File: config.mk
export PLATFORM = sky130hd
export DESIGN_NAME = out_wrmem_fsm_flat
export DESIGN_NICKNAME = d
export VERILOG_FILES = /design/src/rtl/out_wrmem_fsm_if.sv /design/src/rtl/out_wrmem_fsm.sv /design/src/flat_wrapper.sv
export SDC_FILE = /design/constraint.sdc
export NUM_CORES = 1
export LEC_CHECK = 0
export ABC_AREA = 1
export CAP_MARGIN = 10
export CORE_ASPECT_RATIO = 1.25
export CORE_MARGIN = 3
export CORE_UTILIZATION = 50
export DETAILED_ROUTE_END_ITERATION = 10
export GPL_ROUTABILITY_DRIVEN = 0
export PLACE_DENSITY = 0.95
export SYNTH_ARGS = -nofsm -noshare
export SYNTH_HDL_FRONTEND = slang
export SYNTH_SLANG_ARGS = --single-unit
File: constraint.sdc
create_clock -name clk -period 5.9 [get_ports clk]
set_input_delay 1.18 -clock clk [delete_from_list [all_inputs] [get_ports clk]]
set_output_delay 1.18 -clock clk [all_outputs]
set_load 0.02 [all_outputs]
File: src/rtl/out_wrmem_fsm_if.sv
// Token-input and memory-write signal bundle for out_wrmem_fsm.
// The master side is the write controller; the slave side is the producer port plus memory.
interface out_wrmem_fsm_if #(
    parameter int ADDR_W = 12,
    parameter int DATA_W = 32
) ();
    logic              OUT_send;
    logic [DATA_W-1:0] OUT_data;
    logic              IN_rdy;
    logic              mem_en;
    logic              mem_we;
    logic [ADDR_W-1:0] mem_addr;
    logic [DATA_W-1:0] mem_data;

    modport master (
        input  OUT_send,
        input  OUT_data,
        output IN_rdy,
        output mem_en,
        output mem_we,
        output mem_addr,
        output mem_data
    );

    modport slave (
        output OUT_send,
        output OUT_data,
        input  IN_rdy,
        input  mem_en,
        input  mem_we,
        input  mem_addr,
        input  mem_data
    );
endinterface

File: src/rtl/out_wrmem_fsm.sv
// Burst write controller: drains an output port into local memory, arbitrating via the port selector.
// Optional macro OUT_WRMEM_STALL_CNT_EN adds a saturating stall_cnt output.
module out_wrmem_fsm #(
    parameter int ADDR_W = 12,
    parameter int DATA_W = 32,
    parameter int CNT_W  = 16
) (
    input  logic              clk,
    input  logic              rst,
    input  logic              start,
    input  logic              selected,
    input  logic [ADDR_W-1:0] base_addr,
    input  logic [CNT_W-1:0]  size,
    input  logic [CNT_W-1:0]  burst_len,
    out_wrmem_fsm_if.master   bus,
    output logic              portEn,
    output logic              free,
    output logic              done
`ifdef OUT_WRMEM_STALL_CNT_EN
    ,
    output logic [15:0]       stall_cnt
`endif
);

    typedef enum logic [2:0] {
        S_IDLE = 3'd0,
        S_ARM  = 3'd1,
        S_RECV = 3'd2,
        S_FREE = 3'd3,
        S_DONE = 3'd4
    } state_t;

    state_t            state_q, state_d;
    logic [ADDR_W-1:0] addr_ptr_q, addr_ptr_d;
    logic [CNT_W-1:0]  remaining_q, remaining_d;
    logic [CNT_W-1:0]  burst_cnt_q, burst_cnt_d;
    logic [CNT_W-1:0]  blen_q, blen_d;
    logic              start_prev_q, start_prev_d;
    logic              in_rdy_q, in_rdy_d;
    logic              free_q, free_d;
    logic              done_q, done_d;
    logic              capture;
    logic              xfer;
    logic              last_xfer;

`ifdef OUT_WRMEM_STALL_CNT_EN
    logic [15:0]       stall_cnt_q, stall_cnt_d;
`endif

    assign xfer      = bus.OUT_send && in_rdy_q;
    assign last_xfer = (burst_cnt_q == blen_q - CNT_W'(1)) || (remaining_q == CNT_W'(1));
    assign capture   = (state_q == S_IDLE) && start && !start_prev_q;

    always_comb begin
        state_d      = state_q;
        addr_ptr_d   = addr_ptr_q;
        remaining_d  = remaining_q;
        burst_cnt_d  = burst_cnt_q;
        blen_d       = blen_q;
        start_prev_d = start;

        case (state_q)
            S_IDLE: begin
                if (capture) begin
                    addr_ptr_d  = base_addr;
                    remaining_d = size;
                    blen_d      = (burst_len == '0) ? CNT_W'(1) : burst_len;
                    burst_cnt_d = '0;
                    state_d     = S_ARM;
                end
            end
            S_ARM: begin
                if (remaining_q == '0) begin
                    state_d = S_DONE;
                end else if (selected) begin
                    state_d = S_RECV;
                end
            end
            S_RECV: begin
                if (xfer) begin
                    addr_ptr_d  = addr_ptr_q + ADDR_W'(1);
                    remaining_d = remaining_q - CNT_W'(1);
                    burst_cnt_d = burst_cnt_q + CNT_W'(1);
                    if (last_xfer) begin
                        state_d = S_FREE;
                    end
                end
            end
            S_FREE: begin
                burst_cnt_d = '0;
                state_d     = (remaining_q != '0) ? S_ARM : S_DONE;
            end
            S_DONE: begin
                if (!start) begin
                    state_d = S_IDLE;
                end
            end
            default: begin
                state_d = S_IDLE;
            end
        endcase

        // Status flags are registered from the next state so they line up with state_q.
        in_rdy_d = (state_d == S_RECV);
        free_d   = (state_d == S_FREE);
        done_d   = (state_d == S_DONE);
    end

`ifdef OUT_WRMEM_STALL_CNT_EN
    always_comb begin
        stall_cnt_d = stall_cnt_q;
        if (capture) begin
            stall_cnt_d = '0;
        end else if ((state_q == S_RECV) && !bus.OUT_send && (stall_cnt_q != 16'hFFFF)) begin
            stall_cnt_d = stall_cnt_q + 16'd1;
        end
    end

    always_ff @(posedge clk or posedge rst) begin
        if (rst) begin
            stall_cnt_q <= '0;
        end else begin
            stall_cnt_q <= stall_cnt_d;
        end
    end

    assign stall_cnt = stall_cnt_q;
`endif

    always_ff @(posedge clk or posedge rst) begin
        if (rst) begin
            state_q      <= S_IDLE;
            addr_ptr_q   <= '0;
            remaining_q  <= '0;
            burst_cnt_q  <= '0;
            blen_q       <= '0;
            start_prev_q <= 1'b0;
            in_rdy_q     <= 1'b0;
            free_q       <= 1'b0;
            done_q       <= 1'b0;
        end else begin
            state_q      <= state_d;
            addr_ptr_q   <= addr_ptr_d;
            remaining_q  <= remaining_d;
            burst_cnt_q  <= burst_cnt_d;
            blen_q       <= blen_d;
            start_prev_q <= start_prev_d;
            in_rdy_q     <= in_rdy_d;
            free_q       <= free_d;
            done_q       <= done_d;
        end
    end

    // Selector request is Mealy so it drops in the same cycle the grant arrives.
    assign portEn       = (state_q == S_ARM) && (remaining_q != '0) && !selected;
    assign free         = free_q;
    assign done         = done_q;
    assign bus.IN_rdy   = in_rdy_q;
    assign bus.mem_en   = xfer;
    assign bus.mem_we   = xfer;
    assign bus.mem_addr = addr_ptr_q;
    assign bus.mem_data = bus.OUT_data;

endmodule

File: src/flat_wrapper.sv
// flat-port wrapper written by rule: the top's interface ports become plain ports
module out_wrmem_fsm_flat 
#(
    parameter int ADDR_W = 12,
    parameter int DATA_W = 32,
    parameter int CNT_W  = 16
)
  (clk, rst, start, selected, base_addr, size, burst_len, portEn, free, done, bus_OUT_send, bus_OUT_data, bus_IN_rdy, bus_mem_en, bus_mem_we, bus_mem_addr, bus_mem_data);
  out_wrmem_fsm_if #(.ADDR_W(ADDR_W), .DATA_W(DATA_W)) bus_i ();
  input  logic clk;
  input  logic rst;
  input  logic start;
  input  logic selected;
  input  logic [ADDR_W-1:0] base_addr;
  input  logic [CNT_W-1:0] size;
  input  logic [CNT_W-1:0] burst_len;
  output logic portEn;
  output logic free;
  output logic done;
  input wire logic [$bits(bus_i.OUT_send)-1:0] bus_OUT_send;
  input wire logic [$bits(bus_i.OUT_data)-1:0] bus_OUT_data;
  output wire logic [$bits(bus_i.IN_rdy)-1:0] bus_IN_rdy;
  output wire logic [$bits(bus_i.mem_en)-1:0] bus_mem_en;
  output wire logic [$bits(bus_i.mem_we)-1:0] bus_mem_we;
  output wire logic [$bits(bus_i.mem_addr)-1:0] bus_mem_addr;
  output wire logic [$bits(bus_i.mem_data)-1:0] bus_mem_data;
  assign bus_i.OUT_send = bus_OUT_send;
  assign bus_i.OUT_data = bus_OUT_data;
  assign bus_IN_rdy = bus_i.IN_rdy;
  assign bus_mem_en = bus_i.mem_en;
  assign bus_mem_we = bus_i.mem_we;
  assign bus_mem_addr = bus_i.mem_addr;
  assign bus_mem_data = bus_i.mem_data;
  out_wrmem_fsm #(.ADDR_W(ADDR_W), .DATA_W(DATA_W), .CNT_W(CNT_W)) u_core (.clk(clk), .rst(rst), .start(start), .selected(selected), .base_addr(base_addr), .size(size), .burst_len(burst_len), .bus(bus_i), .portEn(portEn), .free(free), .done(done));
endmodule
; Word level (Yosys, flattened, before mapping)
; Index checks and enable logic that the tools add are counted.
[totals]
ff_bits = 67
in_bits = 81
out_inout_bits = 50
[classes]
n_addsub = 4
n_eq_ne = 11
n_mux = 18
n_reduce_logical = 17
[op_table]
columns = op, count
row1 = $mux 16, 5
row2 = $pmux 16 s3, 1
row3 = $logic_not 16->1, 2
row4 = $pmux 16 s2, 1
row5 = $sub 16x1->16 const B, 2
row6 = $mux 12, 2
row7 = $pmux 12 s2, 1
row8 = $mux 3, 7
row9 = $add 16x1->16 const B, 1
row10 = $eq 16x1->1 const B, 1
row11 = $eq 16x16->1, 1
row12 = $reduce_bool 16->1, 1
row13 = $pmux 3 s5, 1
row14 = $add 12x1->12 const B, 1
row15 = $eq 3x2->1 const B, 4
row16 = $eq 3x3->1 const B, 2
row17 = $reduce_and 3->1, 2
row18 = $logic_and 1x1->1, 5
row19 = $eq 3x1->1 const B, 1
row20 = $logic_not 3->1, 1
row21 = $reduce_bool 3->1, 1
row22 = $logic_not 1->1, 2
row23 = $ne 2x1->1 const B, 1
row24 = $ne 2x2->1 const B, 1
row25 = other kinds (3), 3

; Longest topological paths before layout
[logic_depth]
ltp_word = 7
ltp_mapped = 17
mapped_depth_nobuf = 17

; Least setup slack after synthesis
; Ideal clock, no wire load.
[synth_timing]
path_type = input to output
start = input port bus_OUT_send
end = output port bus_mem_we
t_arrival_ns = 1.604
required_ns = 4.720
setup_slack_ns = 3.116
cell_stages = 3
n_path_buf = 1
cell_sequence = nand2_1 -> inv_1 -> buf_4
[synth_via]
elab_chain_cells = 1
[synth_rtl]
columns = element, line
row1 = "start, declared", flat_wrapper.sv:20  ; input wire logic [$bits(bus_i.OUT_send)-1:0] bus_OUT_send;
row2 = $logic_and 1x1->1, out_wrmem_fsm.sv:50  ; assign xfer = bus.OUT_send && in_rdy_q;
row3 = "end, declared", flat_wrapper.sv:24  ; output wire logic [$bits(bus_i.mem_we)-1:0] bus_mem_we;
; No other way between the ends.

; Worst setup path in the final report
[layout_timing]
start = input port bus_OUT_send
end = output port bus_mem_en
[layout_via]
elab_chain_cells = 1
[layout_rtl]
columns = element, line
row1 = $logic_and 1x1->1, out_wrmem_fsm.sv:50
row2 = "end, declared", flat_wrapper.sv:23  ; output wire logic [$bits(bus_i.mem_en)-1:0] bus_mem_en;
; No other way between the ends.

==> summary.md <==
The flow ran to the end, and the final reports show no timing, DRC or antenna violations. The H-tree was split into 3 levels. The total count of hold-check failures in the final report was 0; the final worst clock skew was 0.0131 ns.

The min-delay analysis places its worst path in the category flop to flop. The logs give 0 for the total number of yosys warnings and 730 for the final-stage net count. Static timing analysis puts the maximum clock frequency at 0.273 GHz. The tools report the number of vias in the routed layout as 4255. By area the synthesized netlist is led by sky130_fd_sc_hd__dfrtp_1 (38%), sky130_fd_sc_hd__nand2_1 (12%), sky130_fd_sc_hd__nor2_1 (6.4%).

The first global-routing pass estimated 19.0 mm of wire. After synthesis the cells add up to 0.00443 mm2. Clock sink count: 67. The worst setup path is launched from a primary input. The tools report the final number of setup-violating endpoints as 0.

The total count of max-transition violations in the final report came out at 0. The initial antenna violation count is 0, and the reported max-cap violation count is 0. At the pin with the least slew margin, the transition time is 0.870 ns. Setup repair after global routing left no endpoint under its margin. Pin placement for this block handled 131 I/O pins. The maximum cell stage delay along the critical path is 0.63 ns. TritonCTS built the clock tree. The design draws 0.00224 W.

The sort of element at the end of the critical path was a primary output. The cell occurring most often along the worst timing path was sky130_fd_sc_hd__clkdlybuf4s50_1. The layout cell share with drive strength beyond 1 works out to 8.32%. The root buffer cell chosen for the clock tree is sky130_fd_sc_hd__clkbuf_8. The share of synthesized flip-flops with an asynchronous set or reset was 100%; the worst slew margin relative to its limit was 42.0%.

For the worst-case hold slack, the log shows 0.517 ns. The die is 111 um tall. The core region is 0.00843 mm2. The critical-path cell with the highest stage delay was sky130_fd_sc_hd__clkdlybuf4s50_1.

The post-detailed-route wirelength per cell was 14.8 um; the buffer levels on the longest clock path was 2. The floorplan has 37 rows. The antenna violation net count after detailed routing was 0. Leaving out fill and tap cells, the most frequent cell in the layout is sky130_fd_sc_hd__nand2_1. The estimated wirelength of the detail-placed design came out at 8.21 mm. The count of input and output buffers was 66; the clock-pin slew on the worst setup and hold paths was 0.07 ns. Summed over its instances, the top area cell type makes up 37.9% of the synthesized netlist area.

The global-route usage over all layers was 22.8%; the minimum clock period was 3.66 ns. The detailed router's first-iteration violation count came out at 325. The layout has 712 filler cells.

The count of TritonRoute iterations in the first routing pass is 7. The count of state elements after synthesis came out at 67. After clock tree synthesis, the flow added hold-fix buffers numbering 0. Of all nets on the critical path, the largest fanout is 3. Summed over all instances, the cell type with the most area after synthesis is sky130_fd_sc_hd__dfrtp_1.

The die is 90.1 um wide. The logs give 0 for the number of buffers inserted by post-CTS setup repair and 4.72 ns for the required time of the worst setup path. In this run, synthesis inferred 0 flip-flops with an integrated enable. For the final routed database, the setup TNS stands at 0 ns.

When the netlist entered floorplanning its net count stood at 700. The number of diodes added for antenna fixing is 0. Cell family with the largest share of critical-path delay: buffers and inverters. In the routed layout, each cell is associated on average with a via count of 5.55. After layout, the worst path uses 62.1% of the clock period. In this run the mean area of a mapped cell was 7.21 um2.

For the maximum VDD drop, the log shows 0.247 mV. For this run, design rule violations remaining after detail routing come to 0. The routed wire length is 11.4 mm. The layout overhead on the synthesized area is 15.7%, and the area of the die is 0.0100 mm2.

Flip-flop cell with the highest count after synthesis: sky130_fd_sc_hd__dfrtp_1. Buffers inserted during clock tree synthesis total 9. The worst path buffer plus inverter count was 3.

The number of gates resized after CTS was 0. Summed over all layers, the global routing overflow is 0. The run gives 4343 as the number of global-route vias before repair. The netlist uses 43 different library cells. Synthesis produced 614 cells. The share of the Yosys chip area taken by registers is 37.9%. Power spread over the standard cell area amounts to 438 mW/mm2. Critical setup path kind: primary input to primary output.

Entering global routing, the biggest net connects 68 pins. Reported leakage power: 2.37 nW. Once the floorplan was initialized, standard cells occupied 52.5% of the core. For the worst setup path, the data arrival time is 2.48 ns. Walking the worst path, the cells encountered are clkdlybuf4s50_1 > nand2_1 > inv_1 > clkdlybuf4s50_1. The tools report the clock latency reported for the late side of the worst-skew pair as 0.36 ns. The library cells used most frequently in the layout, excluding fill and tap cells, are sky130_fd_sc_hd__nand2_1 (147), sky130_fd_sc_hd__nor2_1 (76), sky130_fd_sc_hd__dfrtp_1 (67).
-- registers in the layout, summed over array words and instances (netlist names) --
| register | cells |
|---|---|
| u_core.burst_cnt_q | 16 |
| u_core.remaining_q | 16 |
| u_core.bus.IN_rdy | 1 |
| u_core.bus.mem_addr | 12 |
| u_core.blen_q | 16 |
| u_core.done | 1 |
| u_core.free | 1 |
| u_core.start_prev_q | 1 |
| u_core.state_q | 3 |
-- synthesized netlist by cell type, types with 2 or more instances --
master / count
sky130_fd_sc_hd__o21a_1: 2
sky130_fd_sc_hd__xor2_1: 12
sky130_fd_sc_hd__inv_2: 10
sky130_fd_sc_hd__o211ai_1: 3
sky130_fd_sc_hd__nand2_2: 3
sky130_fd_sc_hd__o21ai_0: 45
sky130_fd_sc_hd__clkbuf_1: 7
sky130_fd_sc_hd__nor3_2: 2
sky130_fd_sc_hd__xnor2_1: 5
sky130_fd_sc_hd__a31oi_1: 8
sky130_fd_sc_hd__nor3_1: 8
sky130_fd_sc_hd__inv_1: 63
sky130_fd_sc_hd__nand4_1: 8
sky130_fd_sc_hd__buf_4: 34
sky130_fd_sc_hd__buf_2: 6
sky130_fd_sc_hd__nand3_1: 31
sky130_fd_sc_hd__nor4_1: 5
sky130_fd_sc_hd__nand3_2: 2
sky130_fd_sc_hd__o22ai_1: 7
sky130_fd_sc_hd__dfrtp_1: 67
sky130_fd_sc_hd__nand2_1: 147
sky130_fd_sc_hd__nand2_4: 2
sky130_fd_sc_hd__o21ai_1: 2
sky130_fd_sc_hd__a21oi_1: 22
sky130_fd_sc_hd__a22oi_1: 4
sky130_fd_sc_hd__nor2_1: 76
sky130_fd_sc_hd__nor2_2: 9
sky130_fd_sc_hd__o221ai_1: 2
sky130_fd_sc_hd__ha_1: 5
sky130_fd_sc_hd__nor2_4: 4
-- routing by layer --
metal | wire, um | track usage (%) | vias to the layer above | share of wire [%]
li1 | - | - | 2013 | -
met1 | 4180 | 24.6 | 1971 | 37
met2 | 5800 | 39.6 | 232 | 51
met3 | 927 | 5.97 | 39 | 8.2
met4 | 456 | 13.7 | 0 | 4.0
met5 | 0 | 0 | - | 0
-- cells by family after synthesis --
| kind of cell | share of synthesized area [%] |
|---|---|
| AND/OR/NAND/NOR | 30.4 |
| buffers and inverters | 13.3 |
| AO/OA/AOI/OAI | 13.1 |
| flip-flops | 37.9 |
| XOR/XNOR | 3.87 |
| adder cells (fa/ha/maj) | 1.41 |
-- per-stage QoR --
stage / setup WS (ns) / area (um2) / cells / utilization (%)
after global placement: 2.32 / 4920 / 750 / 58.4
after detailed placement: 2.24 / 4920 / 750 / 58.4
after global routing: 2.15 / 5120 / 766 / 60.8
after CTS: 2.24 / 5120 / 766 / 60.8
after floorplan: 3.04 / 4430 / 614 / -
final: 2.24 / 5120 / 766 / 60.8
-- area by class of cell --
| cell class | count | area (um2) | area share (%) |
|---|---|---|---|
| clock buffer | 9 | 124 | 2.42 |
| clock inverter | 7 | 73.8 | 1.44 |
| inverter | 73 | 274 | 5.35 |
| multi-input combinational | 426 | 2160 | 42.2 |
| sequential | 67 | 1680 | 32.7 |
| tap | 117 | 146 | 2.86 |
| timing repair buffer | 67 | 668 | 13.0 |
-- power breakdown --
part           internal [W]  switching [W]  leakage (nW)
sequential         0.000616       0.000194         0.834
combinational      0.000390       0.000648          1.43
clock              0.000197       0.000200         0.100
total               0.00120        0.00104          2.37
-- worst min-delay path: cells and delay by family, from the launching register on --
kind / cells / cell delay, ns
and+or+nand+nor: 2 / 0.12
DFF: 1 / 0.37
-- path summary, 6_finish.rpt --
check	from	endpoint	slack, ns	depth (start not counted)
setup / recovery	bus_OUT_send	bus_mem_en	2.24	4
hold / removal	u_core.remaining_q[7]	u_core.remaining_q[7]	0.52	2
setup reg to reg	u_core.state_q[1]	u_core.bus.mem_addr[6]	2.35	9
hold reg to reg	u_core.remaining_q[7]	u_core.remaining_q[7]	0.52	2
max in group asynchronous	rst	u_core.bus.mem_addr[0]	3.93	3
min in group asynchronous	rst	u_core.remaining_q[15]	1.39	3
Power figures use the tool's default switching activity.
